### config.mk
export PLATFORM = sky130hd
export DESIGN_NAME = fifo_uart_tx_flat
export DESIGN_NICKNAME = d
export VERILOG_FILES = /design/src/rtl/fifo_uart_tx_if.sv /design/src/rtl/fifo_uart_tx.sv /design/src/flat_wrapper.sv
export SDC_FILE = /design/constraint.sdc
export NUM_CORES = 1
export LEC_CHECK = 0
export BUFFER_PORTS_ARGS = -buffer_cell sky130_fd_sc_hd__buf_2
export CORE_AREA = 2 2 65 61
export CTS_CLUSTER_SIZE = 16
export DETAILED_ROUTE_END_ITERATION = 6
export DIE_AREA = 0 0 67 63
export PLACE_DENSITY = 0.55
export SYNTH_ARGS = -nofsm -noshare
export SYNTH_HDL_FRONTEND = slang
export SYNTH_SLANG_ARGS = --single-unit
### constraint.sdc
create_clock -name clk -period 1.65 [get_ports clk]
set_clock_uncertainty 0.05 [all_clocks]
set_input_delay 0.33 -clock clk [delete_from_list [all_inputs] [get_ports clk]]
set_output_delay 0.33 -clock clk [all_outputs]
set_load 0.02 [all_outputs]
### src/rtl/fifo_uart_tx_if.sv
`timescale 1ns/1ps
// Read-side bundle between fifo_buffer and its serial drain stage.
// master pops words, slave supplies data and the empty flag.
interface fifo_uart_tx_if #(
  parameter int DATA_WIDTH = 8
);
  logic                  rd_en;
  logic [DATA_WIDTH-1:0] rd_data;
  logic                  empty;

  modport master (
    output rd_en,
    input  rd_data,
    input  empty
  );

  modport slave (
    input  rd_en,
    output rd_data,
    output empty
  );
endinterface

### src/rtl/fifo_uart_tx.sv
`timescale 1ns/1ps
// Serial drain for fifo_buffer: start bit, LSB-first data, stop bit.
// Define FIFO_UART_TX_PARITY_EN to add an even-parity bit before stop.
module fifo_uart_tx #(
  parameter int DATA_WIDTH   = 8,
  parameter int CLKS_PER_BIT = 16
) (
  input  logic           clk,
  input  logic           reset,
  input  logic           enable,
  fifo_uart_tx_if.master rd,
  output logic           tx,
  output logic           busy
);

  localparam int BW = (CLKS_PER_BIT > 1) ? $clog2(CLKS_PER_BIT) : 1;
  localparam int CW = $clog2(DATA_WIDTH + 1);
  localparam logic [BW-1:0] BAUD_MAX = BW'(CLKS_PER_BIT - 1);
  localparam logic [CW-1:0] LAST_BIT = CW'(DATA_WIDTH - 1);

  typedef enum logic [2:0] {
    IDLE,
    FETCH,
    WAIT,
    START,
    DATA,
`ifdef FIFO_UART_TX_PARITY_EN
    PARITY,
`endif
    STOP
  } state_t;

  state_t                state;
  logic [BW-1:0]         baud;
  logic [CW-1:0]         bit_cnt;
  logic [DATA_WIDTH-1:0] shift_reg;
  logic [DATA_WIDTH-1:0] shift_nxt;
  logic                  bit_end;
  logic                  last_bit;
`ifdef FIFO_UART_TX_PARITY_EN
  logic                  parity;
`endif

  assign shift_nxt = shift_reg >> 1;
  assign bit_end   = (baud == BAUD_MAX);
  assign last_bit  = (bit_cnt == LAST_BIT);

  always_ff @(posedge clk or negedge reset) begin
    if (!reset) begin
      state     <= IDLE;
      tx        <= 1'b1;
      rd.rd_en  <= 1'b0;
      busy      <= 1'b0;
      baud      <= '0;
      bit_cnt   <= '0;
      shift_reg <= '0;
`ifdef FIFO_UART_TX_PARITY_EN
      parity    <= 1'b0;
`endif
    end else begin
      rd.rd_en <= 1'b0;
      unique case (state)
        IDLE: begin
          if (enable && !rd.empty) begin
            state    <= FETCH;
            rd.rd_en <= 1'b1;
            busy     <= 1'b1;
          end
        end
        FETCH: begin
          state <= WAIT;
        end
        // rd_data is valid one edge after the pop strobe
        WAIT: begin
          state     <= START;
          shift_reg <= rd.rd_data;
          tx        <= 1'b0;
          baud      <= '0;
          bit_cnt   <= '0;
`ifdef FIFO_UART_TX_PARITY_EN
          parity    <= ^rd.rd_data;
`endif
        end
        START: begin
          if (bit_end) begin
            state <= DATA;
            baud  <= '0;
            tx    <= shift_reg[0];
          end else begin
            baud <= baud + 1'b1;
          end
        end
        DATA: begin
          if (bit_end) begin
            baud      <= '0;
            shift_reg <= shift_nxt;
            bit_cnt   <= bit_cnt + 1'b1;
            if (last_bit) begin
`ifdef FIFO_UART_TX_PARITY_EN
              state <= PARITY;
              tx    <= parity;
`else
              state <= STOP;
              tx    <= 1'b1;
`endif
            end else begin
              tx <= shift_nxt[0];
            end
          end else begin
            baud <= baud + 1'b1;
          end
        end
`ifdef FIFO_UART_TX_PARITY_EN
        PARITY: begin
          if (bit_end) begin
            state <= STOP;
            baud  <= '0;
            tx    <= 1'b1;
          end else begin
            baud <= baud + 1'b1;
          end
        end
`endif
        STOP: begin
          if (bit_end) begin
            state <= IDLE;
            baud  <= '0;
            busy  <= 1'b0;
          end else begin
            baud <= baud + 1'b1;
          end
        end
        default: begin
          state <= IDLE;
          tx    <= 1'b1;
          busy  <= 1'b0;
        end
      endcase
    end
  end

endmodule

### src/flat_wrapper.sv
// flat-port wrapper written by rule: the top's interface ports become plain ports
module fifo_uart_tx_flat 
#(
  parameter int DATA_WIDTH   = 8,
  parameter int CLKS_PER_BIT = 16
)
  (clk, reset, enable, tx, busy, rd_rd_en, rd_rd_data, rd_empty);
  fifo_uart_tx_if #(.DATA_WIDTH(DATA_WIDTH)) rd_i ();
  input  logic clk;
  input  logic reset;
  input  logic enable;
  output logic tx;
  output logic busy;
  output wire logic [$bits(rd_i.rd_en)-1:0] rd_rd_en;
  input wire logic [$bits(rd_i.rd_data)-1:0] rd_rd_data;
  input wire logic [$bits(rd_i.empty)-1:0] rd_empty;
  assign rd_rd_en = rd_i.rd_en;
  assign rd_i.rd_data = rd_rd_data;
  assign rd_i.empty = rd_empty;
  fifo_uart_tx #(.DATA_WIDTH(DATA_WIDTH), .CLKS_PER_BIT(CLKS_PER_BIT)) u_core (.clk(clk), .reset(reset), .enable(enable), .rd(rd_i), .tx(tx), .busy(busy));
endmodule
==> impl_results.md, run 1 <==
* Worst setup path start: u_core.baud[0]
* Most frequent cells in the layout: dfrtp_1 (21), nand2_1 (15), buf_2 (14), buf_4 (13), o21ai_0 (11)
* Clock Pin Slew Worst Setup and Hold Paths at 0.08 ns
* # setup viols final at 0
* Clk root buf: clkbuf_8
* Commonest non-fill, non-tap cell in the layout: dfrtp_1
* TritonRoute pass-1 iters at 4
* Bufs on Longest Clock Path at 2
* I/O Buffers at 14
* Max-slew violations at 0
* Main flop type after synthesis: dfrtp_1
* Cell Pwr Density at 625 mW/mm^2
* Main combinational cell family by area after synthesis: compound AO/OA/AOI/OAI gates
* Synth Area in Compound Gates at 0.206
* Psw at 0.194 mW
* Post-Syn Instances at 128
* Total negative setup slack at 0 ns
* Worst skew pair latency at 0.26 ns
* EDFF count, synth at 0
* Core ar. at 0.00357 sq mm
* Ys Warns at 0
* Asr flop ratio synth at 1.00
* Adder-cell share of the synthesized area at 0.0203
* Min Tclk post-route at 1.54 ns
* Netlist cell types at 46
* Global route overflow at 0
* H-tree levels at 1
* Max reg flops at 8
* Via count at 1049
* Worst path cell trace: ha_1 -> and3_4 -> nand4_2 -> or4_1 -> nand3_1
* Synthesized cell area at 0.00123 sq mm
* Residual DRC at 0
* Leak at 0.720 nW
* Post-CTS setup repair buffer count at 0
* Post-Place Cells at 194
* CP Launch Type: flop
* Die Ht at 63 microns
* Worst EP required at 1.80 ns
* Vias in the first global route at 1047
* Final Cycle Share at 0.933
* Finished Layout Cells at 199
* Mux contribution to synthesized area at 0.0915
* Delay-heaviest family, CP: simple AND/OR/NAND/NOR gates
* HP Start: rd_rd_data[5]
* Worst vdd ir at 0.000326 V
* RSZ-0062 raised after global routing: no
* Avg WL per Cell at 13.7 microns
* Worst slew pin tran at 0.520 ns
* Final Hold Fails at 0
* Initial antenna violation count at 0
* Max frequency at 650 MHz
* Clk pwr share at 0.364
* Share of layout cells above drive strength 1 at 0.281
* Top Ports at 15
* Synth Area in XOR/XNOR at 0
* Kind of critical path: reg -> reg
* Slowest CP cell: or4_1
* Routability cong. at 0.797
* Slew margin rel. at 0.654
* Crit end category: flop
* Hold_ws at 0.308 ns
* Syn avg cell area at 9.62 sq um
* Sw frac at 0.208
* TritonCTS clock tree: yes
* Internal power at 0.738 mW
* Starting density of the core at 0.345
* Die Area at 0.00422 sq mm
* Status: complete, no violations
* Vias/cell at 5.27
* Post-DP HPWL at 2.04 mm
* Drt total wl at 2.73 mm
* Combinational fraction of design power at 0.042
* Sequential power share at 0.594
* CTS sink count at 22
* MaxCap Viol Count at 0
* Final ANT Viol Nets at 0
* Gr usage total at 0.146
* Net Count, Synth at 142
* Register bit total from synthesis at 22
* Final net count at 168
* RR Startpoint: u_core.baud[0]
* Area Growth Syn to Fin at 21.1%
* WP buf/inv at 0
* Crit path DAT at 1.69 ns
* Die Width at 67 microns
* Slowest Stage Delay on Critical Path at 0.41 ns
* Rows at 21
* Hold Crit Class: in -> reg
* Largest net degree at the start of global routing at 23
* First-pass GRT wire length at 4.84 mm
* # diodes at 0
* Sequential area share after synthesis at 0.448
* Initial DRC count at 50
* Max FO, Critical Path at 7
* Cts bufs inserted at 3
* Post-synthesis simple-gate area fraction at 0.181
-- cell usage after synthesis, types with 2 or more instances --
cell type	instances	area share
a211oi_1	2	0.012
a21oi_1	8	0.033
a31oi_1	2	0.010
and3_1	2	0.010
buf_2	4	0.016
buf_4	2	0.012
dfrtp_1	21	0.43
ha_1	2	0.020
inv_1	3	0.0091
mux2_2	2	0.018
mux2i_1	9	0.073
nand2_1	15	0.046
nand2b_1	2	0.010
nand3_1	3	0.012
nor2_1	5	0.015
nor3_1	3	0.012
o21ai_0	11	0.045
o22ai_1	4	0.020
-- worst min-delay path, cell delays in order --
cell and delay, ns:
buf_2 0.08, mux2i_1 0.05, o21ai_0 0.12
-- worst paths after layout --
path	endpoint	slack [ns]	depth (start not counted)
max in group asynchronous	u_core.tx	0.66	2
worst max register to register	u_core.bit_cnt[3]	0.11	5
min in group asynchronous	u_core.baud[1]	0.52	2
worst min-delay path	u_core.shift_reg[5]	0.31	3
worst min register to register	u_core.shift_reg[5]	0.43	2
worst max-delay path	u_core.bit_cnt[3]	0.11	5
-- power by group through the flow --
stage / clock, mW / combinational (mW) / sequential, mW
final: 0.339 / 0.0396 / 0.553
after global routing: 0.386 / 0.0467 / 0.555
after CTS: 0.357 / 0.0413 / 0.554
after detailed placement: 0 / 0.0396 / 0.564
after global placement: 0 / 0.0386 / 0.563
after floorplan: 0 / 0.0109 / 0.564
-- stage by stage --
stage,setup slack [ns],instance area [sq um],power [mW],util
3_3_place_gp,0.0773,1430,0.602,0.401
5_1_grt,0.00334,1490,0.987,0.417
4_1_cts,0.0726,1490,0.952,0.416
6_report,0.111,1490,0.932,0.417
3_5_place_dp,0.0183,1430,0.604,0.401
2_1_floorplan,0.0346,1230,0.575,-
-- cell type report --
class,instances,area (sq um)
Inverter,4,15.0
Clock buffer,4,45.0
Sequential cell,22,552
Timing Repair Buffer,29,198
Multi-Input combinational cell,94,624
Tap cell,46,57.6
Fill cell,374,2080
-- kinds of logic (layout without fill, tap and decap cells) --
| logic type | count (synthesis) | after routing |
|---|---|---|
| flip-flops | 22 | 22 |
| adder cells (fa/ha/maj) | 2 | 2 |
| AND/OR/NAND/NOR | 42 | 42 |
| buffers and inverters | 12 | 37 |
| multiplexers | 11 | 11 |
| AO/OA/AOI/OAI | 39 | 39 |
-- what timing repair did --
action / 4_1_cts / 5_1_grt
hold buffers: 1 / 0
gates resized for setup: 1 / 1
endpoints found under the hold margin: 2 / 0
setup endpoints to repair: 1 / 1
-- metal layers --
layer  wire length, microns  track usage  up-vias
met1                   1270        0.195      509
met3                    109       0.0396        2
met2                   1350        0.241       20
li1                       -            -      518
met4                      8       0.0153        0
met5                      0            0        -
Power figures use the tool's default switching activity.
==> inputs of run 2 (changes only) <==
Settings changed: RECOVER_POWER from default to 50.
==> impl_results.md, run 2 (synthesized netlist as in run 1, its figures left out) <==
* Total negative setup slack at 0 ns (unchanged)
* Avg WL per Cell at 13.7 microns (-0.11%)
* Core ar. at 0.00357 sq mm (unchanged)
* Slowest CP cell: or4_1
* Hold Crit Class: in -> reg
* RSZ-0062 raised after global routing: no
* I/O Buffers at 14 (unchanged)
* Top Ports at 15 (unchanged)
* Final ANT Viol Nets at 0 (unchanged)
* Post-CTS setup repair buffer count at 0 (unchanged)
* Cts bufs inserted at 3 (unchanged)
* Final Hold Fails at 0 (unchanged)
* Max-slew violations at 0 (unchanged)
* MaxCap Viol Count at 0 (unchanged)
* Crit path DAT at 1.69 ns (about the same)
* Finished Layout Cells at 199 (unchanged)
* Clk root buf: clkbuf_8
* Die Width at 67 microns (unchanged)
* Gr usage total at 0.146 (unchanged)
* Max FO, Critical Path at 7 (unchanged)
* Max reg flops at 8 (unchanged)
* Vias/cell at 5.27 (unchanged)
* Worst vdd ir at 0.000326 V (about the same)
* First-pass GRT wire length at 4.84 mm (unchanged)
* Max frequency at 650 MHz (unchanged)
* Status: complete, no violations
* CP Launch Type: flop
* Initial antenna violation count at 0 (unchanged)
* Rows at 21 (unchanged)
* Worst setup path start: u_core.baud[0]
* Die Ht at 63 microns (unchanged)
* Hold_ws at 0.308 ns (unchanged)
* Bufs on Longest Clock Path at 2 (unchanged)
* Commonest non-fill, non-tap cell in the layout: dfrtp_1
* Post-DP HPWL at 2.04 mm (unchanged)
* Post-Place Cells at 194 (unchanged)
* Routability cong. at 0.797 (unchanged)
* Initial DRC count at 50 (unchanged)
* H-tree levels at 1 (unchanged)
* Final Util at 0.417 (about the same)
* Min Tclk post-route at 1.54 ns (unchanged)
* Vias in the first global route at 1047 (unchanged)
* Worst slew pin tran at 0.577 ns (+0.0579 ns)
* Worst EP required at 1.80 ns (about the same)
* Crit end category: flop
* Cell Pwr Density at 625 mW/mm^2 (about the same)
* Residual DRC at 0 (unchanged)
* Final net count at 168 (unchanged)
* Most frequent cells in the layout: dfrtp_1 (21), nand2_1 (15), buf_4 (13), buf_2 (12), o21ai_0 (11)
* Final Cycle Share at 0.933 (unchanged)
* Slowest Stage Delay on Critical Path at 0.41 ns (about the same)
* Setup WS post-layout at 0.111 ns (unchanged)
* Area Growth Syn to Fin at 21.0% (about the same)
* Share of layout cells above drive strength 1 at 0.275 (-0.00654)
* Clock Pin Slew Worst Setup and Hold Paths at 0.08 ns (about the same)
* Largest net degree at the start of global routing at 23 (unchanged)
* Drt total wl at 2.73 mm (-0.11%)
* CTS sink count at 22 (unchanged)
* Global route overflow at 0 (unchanged)
* RR Startpoint: u_core.baud[0]
* Delay-heaviest family, CP: simple AND/OR/NAND/NOR gates
* Worst skew pair latency at 0.26 ns (about the same)
* Post-place setup slack at 0.0183 ns (unchanged)
* Via count at 1049 (unchanged)
* TritonCTS clock tree: yes
* HP Start: rd_rd_data[5]
* Die Area at 0.00422 sq mm (unchanged)
* Leak at 0.716 nW (-0.58%)
* WP buf/inv at 0 (unchanged)
* Starting density of the core at 0.345 (unchanged)
* # setup viols final at 0 (unchanged)
* # diodes at 0 (unchanged)
* Worst path cell trace: ha_1 -> and3_4 -> nand4_2 -> or4_1 -> nand3_1
* TritonRoute pass-1 iters at 4 (unchanged)
* Slew margin rel. at 0.615 (-0.0386)
* Kind of critical path: reg -> reg
## run 2: cell count changes in the layout (fill, tap and decap cells not counted)
cell	previous run	this run
clkbuf_2	0	1
clkbuf_1	1	2
buf_2	14	12
## run 2: cell type report
class                           instances  area [sq um]
Fill cell                             374          2080
Multi-Input combinational cell         94           624
Sequential cell                        22           552
Timing Repair Buffer                   29           196
Tap cell                               46          57.6
Clock buffer                            4          45.0
Inverter                                4          15.0
## run 2: worst paths after layout
kind	slack, ns	to	cells after the start
worst max register to register	0.11	u_core.bit_cnt[3]	5
worst max-delay path	0.11	u_core.bit_cnt[3]	5
worst min register to register	0.43	u_core.shift_reg[5]	2
min in group asynchronous	0.55	u_core.baud[1]	2
max in group asynchronous	0.62	u_core.shift_reg[6]	2
worst min-delay path	0.31	u_core.shift_reg[5]	3
## run 2: worst reg2reg max path, cell delays in order (launching register included)
cell and delay, ns:
dfrtp_1 0.36, ha_1 0.20, and3_4 0.25, nand4_2 0.12
or4_1 0.41, nand3_1 0.09
## run 2: metal layers
| metal | track usage | wire [microns] | vias up |
|---|---|---|---|
| met4 | 0.0153 | 8 | 0 |
| li1 | - | - | 518 |
| met2 | 0.241 | 1350 | 20 |
| met1 | 0.195 | 1270 | 509 |
| met5 | 0 | 0 | - |
| met3 | 0.0396 | 109 | 2 |
## run 2: repair_timing
action                     4_1_cts  5_1_grt
resized for setup                1        1
hold buffers                     1        0
hold endpoints to repair         2        0
setup endpoints to repair        1        1
cloned                           0        0
## run 2: power by group
part	leakage, nW	switching (mW)	internal, mW	total [mW]
logic	0.431	0.0214	0.0182	0.0396
registers	0.262	0.00508	0.548	0.553
clock network	0.0228	0.167	0.172	0.339
total	0.716	0.194	0.738	0.932
## run 2: per-stage QoR
stage          area (sq um)  power [mW]
2_1_floorplan          1230       0.575
3_3_place_gp           1430       0.602
3_5_place_dp           1430       0.604
4_1_cts                1490       0.952
5_1_grt                1490       0.987
6_report               1490       0.932
==> inputs of run 3 (changes only) <==
Settings changed: PLACE_DENSITY 0.55 to 0.53.
Clock period 1.65 ns to 1.5 ns, I/O delays scaled along.
==> impl_results.md, run 3 (synthesized netlist as in run 1, its figures left out) <==
* # setup viols final at 1 (+1)
* Starting density of the core at 0.345 (unchanged)
* Post-DP Area at 0.00145 sq mm (+1.6%)
* Slowest Stage Delay on Critical Path at 0.42 ns (about the same)
* MaxCap Viol Count at 0 (unchanged)
* Die Ht at 63 microns (unchanged)
* Worst slew pin tran at 0.574 ns (-0.00337 ns)
* Largest net degree at the start of global routing at 23 (unchanged)
* Die Width at 67 microns (unchanged)
* Max-slew violations at 0 (unchanged)
* Cts bufs inserted at 3 (unchanged)
* Routability cong. at 0.830 (+4.1%)
* Worst EP required at 1.65 ns (-0.15 ns)
* Commonest non-fill, non-tap cell in the layout: dfrtp_1
* Vias/cell at 5.27 (about the same)
* Failing checks: negative setup slack
* Status: finished, violations left
* Core ar. at 0.00357 sq mm (unchanged)
* Post-place setup slack at -0.119 ns (-0.137 ns)
* Max FO, Critical Path at 5 (-2)
* Rows at 21 (unchanged)
* Setup WS post-layout at -0.0526 ns (-0.164 ns)
* Max reg flops at 8 (unchanged)
* Fill cells at 355 (-5.1%)
* Crit end category: flop
* Finished Layout Cells at 205 (+3.0%)
* Bufs on Longest Clock Path at 2 (unchanged)
* TritonRoute pass-1 iters at 4 (unchanged)
* Hold Crit Class: in -> reg
* Initial antenna violation count at 0 (unchanged)
* RSZ-0062 raised after global routing: yes
* Crit path DAT at 1.70 ns (about the same)
* Final ANT Viol Nets at 0 (unchanged)
* H-tree levels at 1 (unchanged)
* Final Cycle Share at 1.04 (+0.103)
* Global route overflow at 0 (unchanged)
* CTS sink count at 22 (unchanged)
* Worst path cell trace: ha_4 -> and3_4 -> nand4_4 -> or4_1 -> nand3_1
* Final Util at 0.449 (+0.0322)
* Delay-heaviest family, CP: simple AND/OR/NAND/NOR gates
* Residual DRC at 0 (unchanged)
* I/O Buffers at 14 (unchanged)
* First-pass GRT wire length at 5.00 mm (+3.3%)
* Clk root buf: clkbuf_8
* Share of layout cells above drive strength 1 at 0.333 (+0.0588)
* Initial DRC count at 66 (+32%)
* Area Growth Syn to Fin at 30.4%
* Slew margin rel. at 0.617 (+0.00225)
* Slowest CP cell: or4_1
* Worst skew pair latency at 0.27 ns (about the same)
* Drt total wl at 2.94 mm (+7.8%)
* Final net count at 174 (+3.6%)
* Gr usage total at 0.154 (+0.00816)
* Cell Pwr Density at 677 mW/mm^2 (+8.2%)
* Vias in the first global route at 1033 (-1.3%)
* Post-DP HPWL at 2.06 mm (+0.71%)
* Most frequent cells in the layout: dfrtp_1 (21), buf_4 (18), nand2_1 (15), buf_2 (13), o21ai_0 (11)
* Design Area, Final at 0.00161 sq mm (+7.7%)
* CP Launch Type: flop
* Clock Pin Slew Worst Setup and Hold Paths at 0.08 ns (about the same)
* WP buf/inv at 0 (unchanged)
* Max frequency at 644 MHz (-0.90%)
* Die Area at 0.00422 sq mm (unchanged)
* Total negative setup slack at -0.0526 ns (-0.0526 ns)
* Worst vdd ir at 0.000607 V (+87%)
* # diodes at 0 (unchanged)
* Top Ports at 15 (unchanged)
* TritonCTS clock tree: yes
* Kind of critical path: reg -> reg
* Min Tclk post-route at 1.55 ns (+0.0139 ns)
* Final Hold Fails at 0 (unchanged)
* Avg WL per Cell at 14.4 microns (+4.6%)
* Via count at 1081 (+3.1%)
* Post-Place Cells at 196 (+1.0%)
* Leak at 0.770 nW (+7.6%)
## run 3: changes by cell type in the layout (fill, tap and decap cells not counted), sizes merged
cell / change
buf: +7
clkbuf: -1
## run 3: power breakdown
group / internal, mW / leakage, nW / switching [mW]
Combinational: 0.0200 / 0.479 / 0.0240
Sequential: 0.603 / 0.262 / 0.00515
Clock: 0.234 / 0.0288 / 0.200
## run 3: routing by layer
layer | wire, microns | share of wire | vias up | GRT usage
met3 | 97 | 0.033 | 6 | 0.0432
met4 | 44 | 0.015 | 0 | 0.0485
met2 | 1370 | 0.47 | 17 | 0.228
met5 | 0 | 0 | - | 0
li1 | - | - | 535 | -
met1 | 1430 | 0.49 | 523 | 0.215
## run 3: layout make-up
class	count	area [sq um]	share of cell area
Multi-Input combinational cell	94	671	0.418
Sequential cell	22	552	0.344
Timing Repair Buffer	35	255	0.159
Tap cell	46	57.6	0.0359
Clock buffer	4	55.1	0.0343
Inverter	4	15.0	0.00935
## run 3: path summary, 6_finish.rpt
kind,start,endpoint,slack (ns),depth (start not counted)
hold reg to reg,u_core.state[2],u_core.rd.rd_en,0.41,1
setup / recovery,u_core.baud[0],u_core.bit_cnt[3],-0.05,5
setup reg to reg,u_core.baud[0],u_core.bit_cnt[3],-0.05,5
max in group asynchronous,reset,u_core.shift_reg[0],0.52,2
hold / removal,rd_rd_data[2],u_core.shift_reg[2],0.26,3
min in group asynchronous,reset,u_core.baud[3],0.50,2
## run 3: through the flow
stage                     hold slack (ns)  total power [mW]
after CTS                           0.263              1.10
after floorplan                   -0.0456             0.633
after global placement              0.239             0.662
final                               0.264              1.09
after detailed placement            0.253             0.664
after global routing                0.300              1.13
## run 3: repair_timing
| action | 4_1_cts | 5_1_grt |
|---|---|---|
| resized for setup | 3 | 3 |
| setup buffers | 0 | 4 |
| hold endpoints to repair | 21 | 0 |
| setup endpoints to repair | 10 | 15 |
| pin swaps | 0 | 1 |
| hold buffers | 1 | 0 |
## run 3: worst register-to-register path: stages (launching register included)
cell	delay (ns)
dfrtp_1	0.40
ha_4	0.17
and3_4	0.23
nand4_4	0.11
or4_1	0.42
nand3_1	0.11
